--- config.mk ---
export PLATFORM = sky130hd
export DESIGN_NAME = temp_servo_ramp_seq_flat
export DESIGN_NICKNAME = d
export VERILOG_FILES = /design/src/rtl/temp_servo_ramp_seq_if.sv /design/src/rtl/temp_servo_ramp_seq.sv /design/src/flat_wrapper.sv
export SDC_FILE = /design/constraint.sdc
export NUM_CORES = 1
export LEC_CHECK = 0
export CORE_AREA = 10 10 248 250
export CTS_BUF_LIST = sky130_fd_sc_hd__clkbuf_8
export CTS_CLUSTER_SIZE = 16
export DETAILED_ROUTE_END_ITERATION = 10
export DIE_AREA = 0 0 258 260
export PLACE_DENSITY_LB_ADDON = 0.08
export SKIP_LAST_GASP = 1
export SYNTH_ARGS = -nofsm -noshare
export SYNTH_HDL_FRONTEND = slang
export SYNTH_SLANG_ARGS = --single-unit
--- constraint.sdc ---
create_clock -name clk -period 9.3 [get_ports clk]
set_clock_uncertainty 0.15 [all_clocks]
set_input_delay 1.86 -clock clk [delete_from_list [all_inputs] [get_ports clk]]
set_output_delay 1.86 -clock clk [all_outputs]
set_load 0.1 [all_outputs]
--- src/rtl/temp_servo_ramp_seq_if.sv ---
// Signal bundle for the multi-channel temperature servo ramp sequencer.
// The master side drives the run requests, the errors and the ramp settings; the slave side drives the status outputs.
interface temp_servo_ramp_seq_if #(
  parameter int unsigned NCH     = 2,
  parameter int unsigned SIGSIZE = 18,
  parameter int unsigned FRAC    = 24,
  parameter int unsigned TW      = 32
);
  logic [NCH-1:0]          on;
  logic [NCH*SIGSIZE-1:0]  err;
  logic [NCH*SIGSIZE-1:0]  prst_max;
  logic [SIGSIZE+FRAC-1:0] step;
  logic [TW-1:0]           dwell_max;
  logic [NCH-1:0]          PID_EN;
  logic [NCH*SIGSIZE-1:0]  prst;
  logic [NCH*3-1:0]        state;
  logic [NCH-1:0]          fault;

  modport master (
    output on, err, prst_max, step, dwell_max,
    input  PID_EN, prst, state, fault
  );

  modport slave (
    input  on, err, prst_max, step, dwell_max,
    output PID_EN, prst, state, fault
  );
endinterface

--- src/rtl/temp_servo_ramp_seq.sv ---
// Multi-channel temperature servo preset ramp sequencer.
// Each channel ramps its preset toward a target and hands control to the PID once the error changes sign.
module temp_servo_ramp_seq #(
  parameter int unsigned NCH     = 2,
  parameter int unsigned SIGSIZE = 18,
  parameter int unsigned FRAC    = 24,
  parameter int unsigned TW      = 32,
  parameter int unsigned ONATMAX = 0
) (
  input logic                  clk,
  input logic                  rst,
  temp_servo_ramp_seq_if.slave bus
);
  localparam int unsigned SW = SIGSIZE + FRAC;
  localparam int unsigned AW = SW + 1;

  typedef enum logic [2:0] {
    IDLE  = 3'd0,
    RAMP  = 3'd1,
    WAIT  = 3'd2,
    LOCK  = 3'd3,
    DOWN  = 3'd4,
    FAULT = 3'd5
  } st_e;

  st_e                st_q    [NCH];
  st_e                st_d    [NCH];
  logic [AW-1:0]      acc_q   [NCH];
  logic [AW-1:0]      acc_d   [NCH];
  logic [AW-1:0]      tgt     [NCH];
  logic [AW-1:0]      up      [NCH];
  logic [AW-1:0]      dn      [NCH];
  logic [AW-1:0]      trk     [NCH];
  logic [AW:0]        sum     [NCH];
  logic [SIGSIZE-1:0] pm      [NCH];
  logic [SIGSIZE-1:0] prst_q  [NCH];
  logic [TW-1:0]      cnt_q   [NCH];
  logic [TW-1:0]      cnt_d   [NCH];
  logic [TW-1:0]      cnt_inc [NCH];
  logic [NCH-1:0]     sgn0_q, sgn1_q, flip, pid_q, flt_q;
  logic [AW-1:0]      step_eff;

  // A negative target or step is treated as zero.
  always_comb begin
    step_eff = bus.step[SW-1] ? '0 : {1'b0, bus.step};
    flip     = sgn0_q ^ sgn1_q;
    for (int unsigned i = 0; i < NCH; i++) begin
      pm[i]      = bus.prst_max[i*SIGSIZE +: SIGSIZE];
      tgt[i]     = pm[i][SIGSIZE-1] ? '0 : {1'b0, pm[i], {FRAC{1'b0}}};
      sum[i]     = {1'b0, acc_q[i]} + {1'b0, step_eff};
      up[i]      = (sum[i] >= {1'b0, tgt[i]}) ? tgt[i] : sum[i][AW-1:0];
      dn[i]      = (acc_q[i] <= step_eff) ? '0 : acc_q[i] - step_eff;
      cnt_inc[i] = cnt_q[i] + TW'(1);
      if (acc_q[i] <= tgt[i])
        trk[i] = up[i];
      else if (acc_q[i] - tgt[i] <= step_eff)
        trk[i] = tgt[i];
      else
        trk[i] = dn[i];
    end
  end

  always_comb begin
    for (int unsigned i = 0; i < NCH; i++) begin
      st_d[i]  = st_q[i];
      acc_d[i] = acc_q[i];
      cnt_d[i] = '0;
      case (st_q[i])
        IDLE: begin
          acc_d[i] = '0;
          if (bus.on[i]) st_d[i] = RAMP;
        end
        RAMP: begin
          if (!bus.on[i]) st_d[i] = DOWN;
          else begin
            acc_d[i] = up[i];
            if (flip[i])              st_d[i] = LOCK;
            else if (up[i] == tgt[i]) st_d[i] = (ONATMAX != 0) ? LOCK : WAIT;
          end
        end
        WAIT: begin
          if (!bus.on[i]) st_d[i] = DOWN;
          else begin
            acc_d[i] = trk[i];
            if (flip[i]) st_d[i] = LOCK;
            else if (bus.dwell_max != '0 && cnt_inc[i] == bus.dwell_max) begin
              st_d[i]  = FAULT;
              acc_d[i] = '0;
            end else cnt_d[i] = cnt_inc[i];
          end
        end
        LOCK: begin
          if (!bus.on[i]) st_d[i] = DOWN;
          else            acc_d[i] = up[i];
        end
        // Re-enabling while ramping down resumes from the present preset.
        DOWN: begin
          if (bus.on[i]) st_d[i] = RAMP;
          else begin
            acc_d[i] = dn[i];
            if (dn[i] == '0) st_d[i] = IDLE;
          end
        end
        FAULT: begin
          acc_d[i] = '0;
          if (!bus.on[i]) st_d[i] = IDLE;
        end
        default: begin
          st_d[i]  = IDLE;
          acc_d[i] = '0;
        end
      endcase
    end
  end

  always_ff @(posedge clk or posedge rst) begin
    if (rst) begin
      sgn0_q <= '0;
      sgn1_q <= '0;
      pid_q  <= '0;
      flt_q  <= '0;
      for (int unsigned i = 0; i < NCH; i++) begin
        st_q[i]   <= IDLE;
        acc_q[i]  <= '0;
        cnt_q[i]  <= '0;
        prst_q[i] <= '0;
      end
    end else begin
      sgn1_q <= sgn0_q;
      for (int unsigned i = 0; i < NCH; i++) begin
        st_q[i]   <= st_d[i];
        acc_q[i]  <= acc_d[i];
        cnt_q[i]  <= cnt_d[i];
        prst_q[i] <= acc_q[i][SW-1:FRAC];
        sgn0_q[i] <= bus.err[i*SIGSIZE + SIGSIZE - 1];
        pid_q[i]  <= (st_d[i] == LOCK);
        flt_q[i]  <= (st_d[i] == FAULT);
      end
    end
  end

  for (genvar g = 0; g < NCH; g++) begin : g_out
    assign bus.prst[g*SIGSIZE +: SIGSIZE] = prst_q[g];
    assign bus.state[g*3 +: 3]            = st_q[g];
  end
  assign bus.PID_EN = pid_q;
  assign bus.fault  = flt_q;
endmodule

--- src/flat_wrapper.sv ---
// flat-port wrapper written by rule: the top's interface ports become plain ports
module temp_servo_ramp_seq_flat 
#(
  parameter int unsigned NCH     = 2,
  parameter int unsigned SIGSIZE = 18,
  parameter int unsigned FRAC    = 24,
  parameter int unsigned TW      = 32,
  parameter int unsigned ONATMAX = 0
)
  (clk, rst, bus_on, bus_err, bus_prst_max, bus_step, bus_dwell_max, bus_PID_EN, bus_prst, bus_state, bus_fault);
  temp_servo_ramp_seq_if #(.NCH(NCH), .SIGSIZE(SIGSIZE), .FRAC(FRAC), .TW(TW)) bus_i ();
  input logic clk;
  input logic rst;
  input wire logic [$bits(bus_i.on)-1:0] bus_on;
  input wire logic [$bits(bus_i.err)-1:0] bus_err;
  input wire logic [$bits(bus_i.prst_max)-1:0] bus_prst_max;
  input wire logic [$bits(bus_i.step)-1:0] bus_step;
  input wire logic [$bits(bus_i.dwell_max)-1:0] bus_dwell_max;
  output wire logic [$bits(bus_i.PID_EN)-1:0] bus_PID_EN;
  output wire logic [$bits(bus_i.prst)-1:0] bus_prst;
  output wire logic [$bits(bus_i.state)-1:0] bus_state;
  output wire logic [$bits(bus_i.fault)-1:0] bus_fault;
  assign bus_i.on = bus_on;
  assign bus_i.err = bus_err;
  assign bus_i.prst_max = bus_prst_max;
  assign bus_i.step = bus_step;
  assign bus_i.dwell_max = bus_dwell_max;
  assign bus_PID_EN = bus_i.PID_EN;
  assign bus_prst = bus_i.prst;
  assign bus_state = bus_i.state;
  assign bus_fault = bus_i.fault;
  temp_servo_ramp_seq #(.NCH(NCH), .SIGSIZE(SIGSIZE), .FRAC(FRAC), .TW(TW), .ONATMAX(ONATMAX)) u_core (.clk(clk), .rst(rst), .bus(bus_i));
endmodule
# Word level (Yosys, flattened, before mapping)
# Cells that the tools add are included.
[classes]
eq_ne = 24
n_bitwise = 1
n_lt_le_gt_ge = 8
reduce_logical = 11
n_addsub = 8
n_mux = 55
[ops]
columns = ["cell", "count"]
rows = [
  ["$mux 43", 18],
  ["$le 43x43->1", 6],
  ["$pmux 43 s3", 2],
  ["$mux 32", 8],
  ["$sub 43x43->43", 4],
  ["$mux 41", 3],
  ["$add 43x43->44", 2],
  ["$ge 44x43->1", 2],
  ["$eq 43x43->1", 2],
  ["$logic_not 43->1", 2],
  ["$mux 3", 22],
  ["$add 32x1->32 const B", 2],
  ["$eq 32x32->1", 2],
  ["$pmux 3 s6", 2],
  ["$reduce_bool 32->1", 1],
  ["$eq 3x2->1 const B", 6],
  ["$eq 3x3->1 const B", 6],
  ["$ne 2x2->1 const B", 4],
  ["$eq 3x1->1 const B", 2],
  ["$logic_not 3->1", 2],
  ["$reduce_and 3->1", 2],
  ["$ne 2x1->1 const B", 2],
  ["$reduce_or 2->1", 2],
  ["$logic_and 1x1->1", 2],
  ["$xor 2x2->2", 1],
]
[word_totals]
output_inout_bits = 46
regBits = 200

# Logic depth before layout (Yosys ltp)
# Gate-level depths: netlist (run 1).
[logic_depth]
word_depth = 10
depth_mapped = 33

# Worst setup path before layout (run 1)
# Ideal clock, no wire load.
[synth_path]
kind = "in2reg"
start = "input bus_step[41]"
end = "register u_core.acc_q[56] (netlist name)"
path_stages = 26
setup_time_ps = 65
required_ps = 9085
arrival_ps = 7371
slack_ps = 1713
cell_sequence = "clkbuf_1 -> nand2b_1 -> ha_1 -> nand2b_1 -> a221o_1 -> a211oi_1 -> a221oi_1 -> a211o_1 -> a21bo_2 -> a211o_1 -> nand2_1 -> inv_1 -> ha_1 -> a21o_1 -> a21o_1 -> a21oi_1 -> o21ai_0 -> a211oi_1 -> o21ai_0 -> o21ba_2 -> nand3_1 -> buf_2 -> nor2_1 -> clkbuf_1 -> a221o_1 -> a22o_1"
[synth_via]
elab_chain_cells = 9
elab_cells_between_ends = 16
[synth_lines]
columns = ["item", "line", "rtl"]
rows = [
  ["from (decl)", "flat_wrapper.sv:17", "input wire logic [$bits(bus_i.step)-1:0] bus_step;"],
  ["$mux 41 *", "temp_servo_ramp_seq.sv:45", "step_eff = bus.step[SW-1] ? '0 : {1'b0, bus.step};"],
  ["$add 43x43->44, or another cell as far along", "temp_servo_ramp_seq.sv:50", "sum[i] = {1'b0, acc_q[i]} + {1'b0, step_eff};"],
  ["$ge 44x43->1 / $mux 43 (equally long branches)", "temp_servo_ramp_seq.sv:51, temp_servo_ramp_seq.sv:52", ""],
  ["$mux 43, on equally long branches", "temp_servo_ramp_seq.sv:51, temp_servo_ramp_seq.sv:56", ""],
  ["$mux 43", "temp_servo_ramp_seq.sv:54", "if (acc_q[i] <= tgt[i])"],
  ["$mux 43", "temp_servo_ramp_seq.sv:86", "else if (bus.dwell_max != '0 && cnt_inc[i] == bus.dwell_max) begin"],
  ["$mux 43", "temp_servo_ramp_seq.sv:85", "if (flip[i]) st_d[i] = LOCK;"],
  ["$mux 43", "temp_servo_ramp_seq.sv:82", "if (!bus.on[i]) st_d[i] = DOWN;"],
  ["$pmux 43 s3 *", "temp_servo_ramp_seq.sv:68", "case (st_q[i])"],
  ["to (signal, indexed assignment)", "temp_servo_ramp_seq.sv:132", "acc_q[i] <= acc_d[i];"],
  ["to (decl)", "temp_servo_ramp_seq.sv:28", "logic [AW-1:0] acc_q [NCH];"],
]
# Every way passes the cells marked *; elsewhere a longest branch is shown, timed or not. The select of a mux whose other input is x is not followed.
# A chain may end at the register's enable or synchronous reset.

# Worst setup path after layout (run 1)
[layout_path]
start = "input bus_step[41]"
end = "register u_core.acc_q[79] (netlist name)"
# The elaborated chain is that of the path after synthesis.

==> results.cfg, run 1 <==
[yosys]
ys_types = 97
syn_inst = 3698
async_flop_share_pct = 100
yosys_warnings = 0
synthFlopType = dfrtp_1
synth.cell_area_um2 = 27900
synth_edf_count = 0
yosysSeqAreaShare_pct = 17.9
synth_nets = 4126
avgSynthCellArea_um2 = 7.54
synth-seq-cells = 200

[final_layout]
nets = 4217
multi_input_area_um2 = 21400
nFillCells = 5557
drive_gt1_share_pct = 4.79
seqCellArea_um2 = 5000
syn_to_final_growth_pct = 10.8
final_area_um2 = 30900

[power]
internal_power_mw = 3.06
leakage_nw = 13.2
ir_drop_v = 0.000171
clock_power_share_pct = 10.2
p_sw_share_pct = 56.6
power_density_nw_per_um2 = 228
p_sw_mw = 3.99
p_comb_share_pct = 72.6
seqPwrFrac_pct = 17.1

[clock_tree]
cts.clk_slew.worst_paths_ns = 0.14
cts_tree = yes
cts_setup_buffers = 0
cts_hold_buffers = 0
clkSinkCount = 200
htree_levels = 4
clock_latency_ns = 0.62
cts_resized = 0
cts_buffers = 17
cts_buffer_depth = 2
cts-root-buf = clkbuf_8

[placed_design]
gp_congestion = 1.04
dp_hpwl_um = 97400
numPortBuffers = 161
dpl-instance-area_um2 = 30400

[route]
vias = 30956
drtAntennaViolNets = 0
first_pass_iters = 7
routed_via_density = 6.79
wl_per_cell_um = 26.7
drt_wl_total_um = 122000
dr.first_iter.drc_count = 3322
remaining_drc_errors = 0

[global_route]
antenna_found_initial = 8
grt_pass1_wl_um = 181000
gr-total-overflow = 0
grt_max_degree = 87
first_global_vias = 29800
grt_usage_pct = 34.8

[critical_path]
cp-start-kind = input pin
critical_path_arrival_ns = 9.00
required_ns = 9.68
cp-end-kind = flip-flop
critPathKind = input pin to flip-flop
crit_path_max_fanout = 22

[timing]
hold_viol = 0
hold_slack_ns = 0.260
setup_tns_ns = 0
layout_min_cycle_time_ns = 8.62
tightestPinTransition_ns = 1.42
maxSlewViolCount = 0
max_freq_mhz = 116
finalCritPeriodShare_pct = 92.7
relSlewSlack_pct = 5.08
setup_viol = 0
rsz0062_at_grt = false

[floorplan]
num_rows = 87
core_um2 = 56300
die_x_um = 258
fp.dieArea_um2 = 67100
start_util_pct = 49.5
die_h_um = 260
io_pins = 196

[outcome]
outcome = complete, no violations

[flow_run]
cap_violations = 0

[min_path]
hold_path_class = flip-flop to flip-flop
synth_stat cells, types with 17 or more instances:
master | instances | area share [%]
a2111oi_0 | 20 | 0.63
a211o_1 | 18 | 0.57
a211oi_1 | 45 | 1.2
a21o_1 | 76 | 2.0
a21oi_1 | 318 | 5.7
a221o_1 | 23 | 0.83
a222oi_1 | 18 | 0.65
a22o_1 | 19 | 0.60
a22oi_1 | 22 | 0.59
a31oi_1 | 37 | 0.83
and2_1 | 27 | 0.61
and3_1 | 44 | 0.99
and4_1 | 17 | 0.53
buf_2 | 23 | 0.41
clkbuf_1 | 141 | 1.9
dfrtp_1 | 200 | 18
ha_1 | 272 | 12
inv_1 | 191 | 2.6
mux2i_1 | 32 | 1.1
nand2_1 | 264 | 3.6
nand2b_1 | 86 | 1.9
nand3_1 | 110 | 2.0
nand4_1 | 93 | 2.1
nor2_1 | 326 | 4.4
nor2b_1 | 71 | 1.6
nor3_1 | 97 | 1.7
nor4_1 | 97 | 2.2
nor4b_1 | 18 | 0.57
o2111ai_1 | 19 | 0.60
o211ai_1 | 26 | 0.70
o21a_1 | 24 | 0.65
o21ai_0 | 184 | 3.3
o21bai_1 | 52 | 1.4
o221ai_1 | 20 | 0.63
o31ai_1 | 52 | 1.4
or3_1 | 27 | 0.61
or4_1 | 21 | 0.57
xnor2_1 | 229 | 7.2
xor2_1 | 59 | 1.9
power by group through the flow:
stage	Sequential, mW	Combinational, mW	Clock, mW
after floorplan	1.45	3.17	0
after global placement	1.21	4.86	0
after detailed placement	1.21	4.92	0
after CTS	1.19	4.96	0.728
after global routing	1.21	5.47	0.751
final	1.21	5.12	0.722
flip-flops by register name, summed over array words and instances (netlist names):
| name | cells |
|---|---|
| u_core.bus.prst | 36 |
| u_core.bus.state | 6 |
| u_core.bus.PID_EN | 2 |
| u_core.bus.fault | 2 |
| u_core.sgn0_q | 2 |
| u_core.acc_q | 86 |
| u_core.cnt_q | 64 |
| u_core.sgn1_q | 2 |
kinds of logic (layout without fill, tap and decap cells):
family / Yosys count / count (layout) / share of synthesized area (%)
and+or+nand+nor: 1371 / 1371 / 25.5
AOI/OAI and AO/OA: 1130 / 1130 / 27.4
buffers and inverters: 385 / 489 / 5.32
xor gates and xnor gates: 297 / 297 / 9.79
adders and majority gates: 278 / 278 / 12.6
DFF: 200 / 200 / 17.9
muxes: 37 / 37 / 1.36
other: 0 / 2 / 0
path summary, 6_finish.rpt:
| kind | end | cells past startpoint | slack (ns) | from |
|---|---|---|---|---|
| max | u_core.acc_q[79] | 25 | 0.68 | bus_step[41] |
| min | u_core.sgn1_q[0] | 0 | 0.26 | u_core.sgn0_q[0] |
| max reg2reg | u_core.acc_q[79] | 22 | 2.50 | u_core.acc_q[61] |
| min reg2reg | u_core.sgn1_q[0] | 0 | 0.26 | u_core.sgn0_q[0] |
| max in group asynchronous | u_core.acc_q[47] | 3 | 6.01 | rst |
| min in group asynchronous | u_core.cnt_q[4] | 2 | 1.54 | rst |
routing by layer:
layer | part of all wire, % | global-route usage (%) | vias to the layer above | routed length, µm
met3 | 8.8 | 6.15 | 470 | 10700
li1 | - | - | 13952 | -
met5 | 0.047 | 0 | - | 57
met2 | 45 | 56.4 | 1864 | 54500
met4 | 8.3 | 26.0 | 10 | 10000
met1 | 38 | 40.9 | 14660 | 46200
final cells by class:
type,count,share of cell area (%)
tap,756,3.06
sequential,200,16.2
clock inverter,15,0.753
multi-input combinational,3113,69.3
clock buffer,17,0.757
inverter,205,2.51
antenna,2,0.0162
timing repair buffer,252,7.42
worst max-delay path: stages:
cell and delay (ns):
clkdlybuf4s50_1 0.56, buf_4 0.24, buf_4 0.21, nand2b_1 0.28
ha_1 0.58, inv_1 0.22, a21oi_1 0.31, o31ai_1 0.12
a211oi_1 0.73, o2111ai_1 0.34, a31oi_1 0.40, o311a_1 0.22
xor2_1 0.30, ha_1 0.22, nand4_1 0.07, nor2_1 0.10
nand2_1 0.16, nor4b_1 0.33, nand4_1 0.27, nand3_1 0.27
buf_4 0.21, nor2_1 0.08, buf_4 0.18, or3_1 0.51
o211ai_1 0.22
layout by cell type (no fill, tap or decap), types with 44 or more instances in the layout:
| cell type | n |
|---|---|
| nand2b_1 | 86 |
| buf_4 | 91 |
| a21o_1 | 76 |
| and3_1 | 44 |
| xnor2_1 | 229 |
| inv_1 | 190 |
| a21oi_1 | 318 |
| nor2b_1 | 71 |
| clkdlybuf4s50_1 | 161 |
| nand4_1 | 93 |
| nor4_1 | 97 |
| nand2_1 | 264 |
| nor3_1 | 96 |
| xor2_1 | 59 |
| ha_1 | 272 |
| nor2_1 | 326 |
| o21ai_0 | 184 |
| nand3_1 | 110 |
| a211oi_1 | 45 |
| o21bai_1 | 52 |
| dfrtp_1 | 200 |
| o31ai_1 | 51 |
stage by stage:
stage	worst slack (ns)	std cells	utilization, %	power [mW]
2_1_floorplan	1.71	3698	-	4.62
3_3_place_gp	0.431	4526	54.1	6.07
3_5_place_dp	0.403	4526	54.1	6.13
4_1_cts	1.04	4558	54.9	6.88
5_1_grt	0.361	4559	54.9	7.43
6_report	0.678	4560	54.9	7.05
Note: power is estimated with default switching activity, not from simulation.
==> inputs of run 2 (changes only) <==
--- a/config.mk
+++ b/config.mk
@@ -5,11 +5,12 @@
 export SDC_FILE = /design/constraint.sdc
 export NUM_CORES = 1
 export LEC_CHECK = 0
-export CORE_AREA = 10 10 248 250
+export ABC_CLOCK_PERIOD_IN_PS = 9300
+export CORE_AREA = 10 10 222 224
 export CTS_BUF_LIST = sky130_fd_sc_hd__clkbuf_8
 export CTS_CLUSTER_SIZE = 16
 export DETAILED_ROUTE_END_ITERATION = 10
-export DIE_AREA = 0 0 258 260
+export DIE_AREA = 0 0 232 234
 export PLACE_DENSITY_LB_ADDON = 0.08
 export SKIP_LAST_GASP = 1
 export SYNTH_ARGS = -nofsm -noshare
==> results.cfg, run 2 (synthesis gave the netlist of run 1 again) <==
[power]
ir_drop_v = 0.000181
leakage_nw = 13.1
p_total_mw = 6.98
power_density_nw_per_um2 = 229

[placed_design]
gp_congestion = 1.09
dp_hpwl_um = 90800
placed_cells = 4347
numPortBuffers = 161

[critical_path]
critPathKind = input pin to flip-flop
required_ns = 9.71
crit-reg2reg-launch = u_core.acc_q[44]
reg2reg_to = u_core.acc_q[69]
critical_path_arrival_ns = 9.08
crit_path_max_fanout = 19
r2r_slack_ns = 2.46
cp-end-kind = flip-flop
ff2ff_path_depth = 21
cp-start-kind = input pin

[route]
drtAntennaViolNets = 0
drt_wl_total_um = 116000
first_pass_iters = 8
routed_via_density = 7.27
wl_per_cell_um = 26.6
dr.first_iter.drc_count = 4507
remaining_drc_errors = 0
vias = 31841

[clock_tree]
cts_buffers = 17
clock_latency_ns = 0.64
cts.clk_slew.worst_paths_ns = 0.13
clkSinkCount = 200
cts_buffer_depth = 2
cts_resized = 0
cts-root-buf = clkbuf_8
cts_hold_buffers = 0
cts_tree = yes
htree_levels = 4
cts_setup_buffers = 0

[final_layout]
utilization_pct = 68.0
final_cell_mix = nor2_1, a21oi_1, ha_1
drive_gt1_share_pct = 4.21
seqCellArea_um2 = 5000
final_common_cell = nor2_1
multi_input_area_um2 = 21400
largest_reg_flops = 86
syn_to_final_growth_pct = 9.45
nets = 4194
nFillCells = 3886
top_register = u_core.acc_q
final_cells = 4380

[global_route]
grt_pass1_wl_um = 176000
antenna_found_initial = 1
grt_max_degree = 106
grt_usage_pct = 41.4
first_global_vias = 30428
gr-total-overflow = 0

[outcome]
outcome = complete, no violations

[min_path]
hold_depth = 0
hold_path_class = flip-flop to flip-flop
min_from = u_core.sgn0_q[0]
min_to = u_core.sgn1_q[0]

[floorplan]
core_um2 = 44900
io_pins = 196
num_rows = 78
die_h_um = 234
die_x_um = 232
start_util_pct = 62.1
fp.dieArea_um2 = 54300

[timing]
max_freq_mhz = 115
maxSlewViolCount = 0
layout_min_cycle_time_ns = 8.67
tightestPinTransition_ns = 1.37
relSlewSlack_pct = 8.41
rsz0062_at_grt = false
setup_tns_ns = 0
setup_viol = 0
hold_viol = 0
finalCritPeriodShare_pct = 93.2

[flow_run]
cap_violations = 0
run 2: cell types whose count changed in the layout (fill, tap and decap cells not counted):
cell	before	now
inv_8	3	5
clkinv_2	1	0
clkinv_4	1	0
clkbuf_8	17	18
diode_2	2	1
clkinv_8	5	6
bufinv_16	3	1
inv_6	2	3
clkinvlp_4	1	0
buf_4	91	68
run 2: how the worst max path moves through the flow:
stage | startpoint | end | slack, ns | cells past startpoint
after global routing | bus_step[41] | u_core.acc_q[69] | 0.36 | 24
after floorplan | bus_step[41] | u_core.acc_q[56] | 1.71 | 26
after CTS | bus_step[41] | u_core.acc_q[69] | 0.99 | 24
after global placement | bus_step[41] | u_core.acc_q[60] | 0.49 | 26
final | bus_step[41] | u_core.acc_q[60] | 0.63 | 26
after detailed placement | bus_step[41] | u_core.acc_q[69] | 0.35 | 24
run 2: through the flow:
stage | instance area, µm² | setup WS (ns) | hold slack (ns)
final | 30500 | 0.628 | 0.301
after global placement | 30100 | 0.490 | 0.239
after global routing | 30500 | 0.363 | 0.313
after floorplan | 27900 | 1.71 | 0.223
after CTS | 30500 | 0.991 | 0.302
after detailed placement | 30100 | 0.352 | 0.254
run 2: per-layer routing:
metal	part of all wire, %	vias up	track usage, %
li1	-	13896	-
met1	36	14895	47.4
met2	44	2439	66.5
met3	11	611	10.4
met4	8.3	0	30.7
met5	0	-	0
run 2: worst max-delay path, cell delays in order:
cell	delay (ns)
clkdlybuf4s50_1	0.66
buf_4	0.24
nand2b_1	0.34
ha_1	0.49
nor4_1	0.73
nand2_1	0.21
nor3_1	0.29
a221oi_1	0.22
a211o_1	0.41
a21bo_2	0.26
a211o_1	0.35
nand2_1	0.11
inv_1	0.09
ha_1	0.32
a21o_1	0.17
a21o_1	0.17
a21oi_1	0.12
o21ai_0	0.09
a211oi_1	0.24
o21ai_0	0.12
o21ba_2	0.24
nand3_1	0.11
buf_4	0.25
or2_2	0.49
o221ai_1	0.31
a22o_1	0.19
run 2: final cells by class:
| type | count | area share (%) |
|---|---|---|
| multi-input combinational | 3113 | 70.2 |
| sequential | 200 | 16.4 |
| timing repair buffer | 229 | 6.95 |
| inverter | 205 | 2.55 |
| tap | 600 | 2.46 |
| clock buffer | 18 | 0.812 |
| clock inverter | 14 | 0.652 |
| antenna | 1 | 0.00820 |
run 2: report_power, final:
| group | internal, mW | total, mW | switching, mW | leakage [nW] |
|---|---|---|---|---|
| sequential | 0.993 | 1.21 | 0.216 | 2.75 |
| clock | 0.241 | 0.673 | 0.432 | 0.223 |
| combinational | 1.77 | 5.10 | 3.33 | 10.1 |
| total | 3.01 | 6.98 | 3.98 | 13.1 |
